## src/rtl/lsb_events_pkg.sv

```systemverilog
// rtl/lsb_events_pkg.sv - register map and event bit layout shared by the LED/switch/button reader
package lsb_events_pkg;

    localparam logic [1:0] ADR_STATE = 2'd0;
    localparam logic [1:0] ADR_EVT   = 2'd1;
    localparam logic [1:0] ADR_MASK  = 2'd2;

    localparam int EVT_PRESS = 0;
    localparam int EVT_REL   = 8;
    localparam int EVT_SWI   = 16;

    // Bits of the events/mask registers that actually exist for a given input count
    function automatic logic [31:0] evt_impl(input int nbtn, input int nswi);
        logic [31:0] m;
        m = '0;
        for (int i = 0; i < nbtn; i++) begin
            m[EVT_PRESS + i] = 1'b1;
            m[EVT_REL + i]   = 1'b1;
        end
        for (int j = 0; j < nswi; j++) begin
            m[EVT_SWI + j] = 1'b1;
        end
        return m;
    endfunction

endpackage

```

## src/rtl/lsb_dbnc_sync.sv

```systemverilog
// rtl/lsb_dbnc_sync.sv - two-flop synchronizer plus stable-count debouncer for one raw pin
module lsb_dbnc_sync #(
    parameter int DBNC_CNT = 50000,
    parameter int CW       = 16
) (
    input  logic clk,
    input  logic rst,
    input  logic raw,
    output logic state
);

    localparam logic [CW-1:0] CNT_LAST = CW'(DBNC_CNT - 1);

    logic          sync1;
    logic          sync2;
    logic [CW-1:0] cnt;

    always_ff @(posedge clk) begin
        if (rst) begin
            sync1 <= 1'b0;
            sync2 <= 1'b0;
            cnt   <= '0;
            state <= 1'b0;
        end else begin
            sync1 <= raw;
            sync2 <= sync1;
            // Any sample that agrees with the current state discards progress
            if (sync2 == state) begin
                cnt <= '0;
            end else if (cnt == CNT_LAST) begin
                state <= sync2;
                cnt   <= '0;
            end else begin
                cnt <= cnt + CW'(1);
            end
        end
    end

endmodule

```

## src/rtl/lsb_events.sv

```systemverilog
// rtl/lsb_events.sv - debounced button/switch reader with sticky W1C events and maskable irq
module lsb_events
    import lsb_events_pkg::*;
#(
    parameter int NBTN     = 5,
    parameter int NSWI     = 8,
    parameter int DBNC_CNT = 50000,
    parameter int CW       = 16
) (
    input  logic            clk,
    input  logic            rst,
    input  logic [NBTN-1:0] hwbtn,
    input  logic [NSWI-1:0] hwswi,
    input  logic [1:0]      adr,
    input  logic            rd,
    input  logic            wr,
    input  logic [31:0]     wdata,
    output logic [31:0]     rdata,
    output logic            irq
);

    localparam int          NIN      = NBTN + NSWI;
    localparam logic [31:0] EVT_IMPL = evt_impl(NBTN, NSWI);

    logic [NIN-1:0] raw;
    logic [NIN-1:0] db;
    logic [NIN-1:0] db_prev;
    logic [31:0]    state_word;
    logic [31:0]    set_vec;
    logic [31:0]    events;
    logic [31:0]    mask;

    assign raw = {hwswi, hwbtn};

    for (genvar g = 0; g < NIN; g++) begin : gen_dbnc
        lsb_dbnc_sync #(
            .DBNC_CNT(DBNC_CNT),
            .CW      (CW)
        ) u_dbnc (
            .clk  (clk),
            .rst  (rst),
            .raw  (raw[g]),
            .state(db[g])
        );
    end

    always_comb begin
        state_word = '0;
        set_vec    = '0;
        for (int i = 0; i < NBTN; i++) begin
            state_word[i]             = db[i];
            set_vec[EVT_PRESS + i]    = db[i] & ~db_prev[i];
            set_vec[EVT_REL + i]      = ~db[i] & db_prev[i];
        end
        for (int j = 0; j < NSWI; j++) begin
            state_word[8 + j]         = db[NBTN + j];
            set_vec[EVT_SWI + j]      = db[NBTN + j] ^ db_prev[NBTN + j];
        end
    end

    always_ff @(posedge clk) begin
        if (rst) begin
            db_prev <= '0;
            events  <= '0;
            mask    <= '0;
            rdata   <= '0;
            irq     <= 1'b0;
        end else begin
            db_prev <= db;
            // A new edge in the same cycle as its clear keeps the bit set
            if (wr && adr == ADR_EVT) begin
                events <= (events & ~wdata) | set_vec;
            end else begin
                events <= events | set_vec;
            end
            if (wr && adr == ADR_MASK) begin
                mask <= wdata & EVT_IMPL;
            end
            if (rd) begin
                case (adr)
                    ADR_STATE: rdata <= state_word;
                    ADR_EVT:   rdata <= events;
                    ADR_MASK:  rdata <= mask;
                    default:   rdata <= '0;
                endcase
            end
            irq <= |(events & mask);
        end
    end

endmodule

```

## config.mk

```make
export PLATFORM = sky130hd
export DESIGN_NAME = lsb_events
export DESIGN_NICKNAME = d
export VERILOG_FILES = /design/src/rtl/lsb_events_pkg.sv /design/src/rtl/lsb_dbnc_sync.sv /design/src/rtl/lsb_events.sv
export SDC_FILE = /design/constraint.sdc
export NUM_CORES = 1
export LEC_CHECK = 0
export CAP_MARGIN = 30
export CORE_MARGIN = 2
export CORE_UTILIZATION = 59
export DETAILED_ROUTE_END_ITERATION = 16
export GPL_ROUTABILITY_DRIVEN = 0
export GPL_TIMING_DRIVEN = 0
export PLACE_DENSITY = 0.81
export RECOVER_POWER = 100
export SYNTH_ARGS = -nofsm -noshare
export SYNTH_HDL_FRONTEND = slang
export SYNTH_SLANG_ARGS = --single-unit
```

## constraint.sdc

```tcl
create_clock -name clk -period 5.1 [get_ports clk]
set_input_delay 1.275 -clock clk [delete_from_list [all_inputs] [get_ports clk]]
set_output_delay 1.275 -clock clk [all_outputs]
set_load 0.02 [all_outputs]
```

==> flow_summary_export.csv <==
group,metric,value,unit
outcome,outcome,"finished, final reports clean",
drt,via_per_inst,5.59,
hold_path,hold_class,"reg2reg",
die,die_h,159,um
synth,ys_seq_area_frac,0.483,
sta,relSlewSlack,0.326,
synth,syn_nets,1648,
place,port_buffers,81,
worst_setup_path,cp_max_fo,10,
finish,syn2layout_area_growth,17.0,%
grt,grt-ovfl-total,0,
grt,antenna_found_initial,2,
synth,syn_area_per_cell,8.97,um2
die,core,23500,um2
die,rows,56,
flow_run,cap_violations,0,
die,die_width,159,um
drt,wl,32100,um
worst_setup_path,max_stage_delay,680,ps
sta,finClkSkew,9.41,ps
grt,grt_pass1_wl,53800,um
synth,syn_inst,1584,
worst_setup_path,cp_cell_sequence,"dlygate4sd3_1 -> clkbuf_1 -> clkbuf_1 -> clkbuf_1 -> clkbuf_1 -> nor2_1",
sta,rsz0062_at_grt,"false",
clocking,clk_path_buf_depth,3,
synth,ys_seq_elements,343,
grt,grt_pass1_vias,11100,
worst_setup_path,cp-end-kind,"flop",
clocking,ctsHoldBuffers,0,
power_and_ir_drop,p_leak,5.37,nW
sta,final-setup-viol-count,0,
clocking,clkTransAtPathRegs,60,ps
grt,grt_max_degree,16,
synth,synth-main-ff-cell,"dfxtp_1",
synth,ys_types,54,
clocking,clock_latency,510,ps
power_and_ir_drop,powerDensity,348,nW/um2
sta,tns,0,ps
worst_setup_path,critPathKind,"in2reg",
drt,drt_iter0_drc,889,
place,dp_hpwl,21900,um
power_and_ir_drop,ir_drop,0.269,mV
synth,yosysWarnings,0,
finish,drive_gt1_frac,0.0451,
drt,vias,11500,
clocking,clock-sinks,343,
clocking,cts_tree,"yes",
clocking,cts_resized,0,
synth,syn_area,14200,um2
drt,detail-route-antenna-nets,0,
grt,grt_usage,0.253,
worst_setup_path,crit_buf_inv,5,
worst_setup_path,crit_top_cell,"clkbuf_1",
synth,synth_area_leaders,"dfxtp_1 48%, xnor2_1 9.6%, nor2_1 7.8%",
synth,async_flop_share,0,
worst_setup_path,worstPathArrival,4280,ps
worst_setup_path,critPathLaunchType,"input port",
sta,tightest_slew,999,ps
sta,whs,438,ps
worst_setup_path,cp_slowest_cell,"clkbuf_1",
clocking,root_buffer,"clkbuf_16",
sta,min_period,3920,ps
sta,report.final.hold_viol_count,0,
synth,synth_top_area_frac,0.483,
drt,wl_per_cell,15.6,um
finish,nets,1767,
die,dieArea,25300,um2
die,pin_count,84,
drt,drtPass1Iterations,8,
clocking,post_cts_buffers,0,
synth,synth-edff-count,0,
clocking,numCtsBuffers,36,
sta,max_freq,0.255,GHz
sta,fin_crit_sh,0.768,
worst_setup_path,crit_family,"buffers and inverters",
sta,slew_violations,0,
worst_setup_path,worst_ep_required_time,5460,ps
die,initial_core_util,0.603,
drt,drc_errors,0,
clocking,htree_levels,2,
synth,synth_top_area_cell,"dfxtp_1",
[metrics by stage]
step | setup WS [ps] | instance area (um2) | util | cells | power [mW]
global placement | 838 | 15400 | 0.655 | 1984 | 2.96
CTS | 1300 | 16700 | 0.711 | 2048 | 5.82
global route | 1030 | 16600 | 0.706 | 2048 | 5.94
finish | 1180 | 16600 | 0.706 | 2050 | 5.78
floorplan | 2550 | 14200 | - | 1584 | 2.87
detailed placement | 783 | 15400 | 0.655 | 1984 | 2.97
[final cells by class]
type | instances | area (um2)
antenna | 2 | 5.00
clock inverter | 18 | 305
fill | 1835 | 6930
tap | 319 | 399
sequential | 343 | 6870
buffer | 59 | 224
clock buffer | 46 | 1020
timing repair buffer | 81 | 811
inverter | 35 | 131
multi-input combinational | 1147 | 6850
[per-layer routing]
| layer | vias to the layer above | global-route usage | wire length [um] |
|---|---|---|---|
| met3 | 87 | 0.0487 | 2160 |
| met5 | - | 0 | 0 |
| li1 | 5642 | - | - |
| met2 | 334 | 0.429 | 15200 |
| met4 | 0 | 0.0963 | 1120 |
| met1 | 5398 | 0.321 | 13600 |
[registers in the layout, indices dropped and copies added (netlist names)]
signal,flops
gen_dbnc.u_dbnc.sync1,13
rdata,32
irq,1
db_prev,13
gen_dbnc.u_dbnc.cnt,208
events,32
gen_dbnc.u_dbnc.state,13
mask,18
gen_dbnc.u_dbnc.sync2,13
[synthesized netlist by cell type (6+ instances only)]
| cell | number |
|---|---|
| clkbuf_1 | 38 |
| a21oi_1 | 74 |
| nand2_1 | 106 |
| ha_1 | 13 |
| and4_1 | 6 |
| and3_1 | 11 |
| nand3_1 | 76 |
| nand4b_1 | 7 |
| or4_1 | 10 |
| nor4_1 | 55 |
| dfxtp_1 | 343 |
| a211oi_1 | 18 |
| mux2i_1 | 25 |
| xnor2_1 | 156 |
| nand2b_1 | 27 |
| buf_6 | 8 |
| xor2_1 | 44 |
| inv_1 | 35 |
| a22oi_1 | 9 |
| nor2b_1 | 54 |
| nor3_1 | 49 |
| nor2_1 | 297 |
| nand4_1 | 49 |
[placed cells by master (no fill, tap or decap), types with 44 or more instances in the layout]
cell             count
nor2b_1             54
nor3_1              49
clkdlybuf4s50_1     47
a21oi_1             74
nand4_1             49
nor4_1              56
dfxtp_1            343
nand2_1            109
xnor2_1            156
xor2_1              44
clkbuf_1            58
nand3_1             76
nor2_1             297
[where the power goes]
part	internal (mW)	switching, mW
sequential	2.70	0.0168
clock	1.82	1.05
combinational	0.0752	0.109
total	4.60	1.18
[logic make-up after synthesis]
family,share of synthesized area
fa+ha+maj,0.0115
xor+xnor,0.123
flops,0.483
simple gates,0.280
buf+inv,0.0308
mux,0.0200
compound gates,0.0514
[path summary, 6_finish.rpt]
kind                                            startpoint  cells past startpoint                        end  slack [ps]
worst max-delay path                                   rst                      6  gen_dbnc[12].u_dbnc.state        1180
worst min-delay path              gen_dbnc[8].u_dbnc.sync1                      1   gen_dbnc[8].u_dbnc.sync2         440
worst max register to register  gen_dbnc[3].u_dbnc.cnt[11]                      4  gen_dbnc[3].u_dbnc.cnt[8]        2630
worst min register to register    gen_dbnc[8].u_dbnc.sync1                      1   gen_dbnc[8].u_dbnc.sync2         440
(Power assumes the default switching activity.)
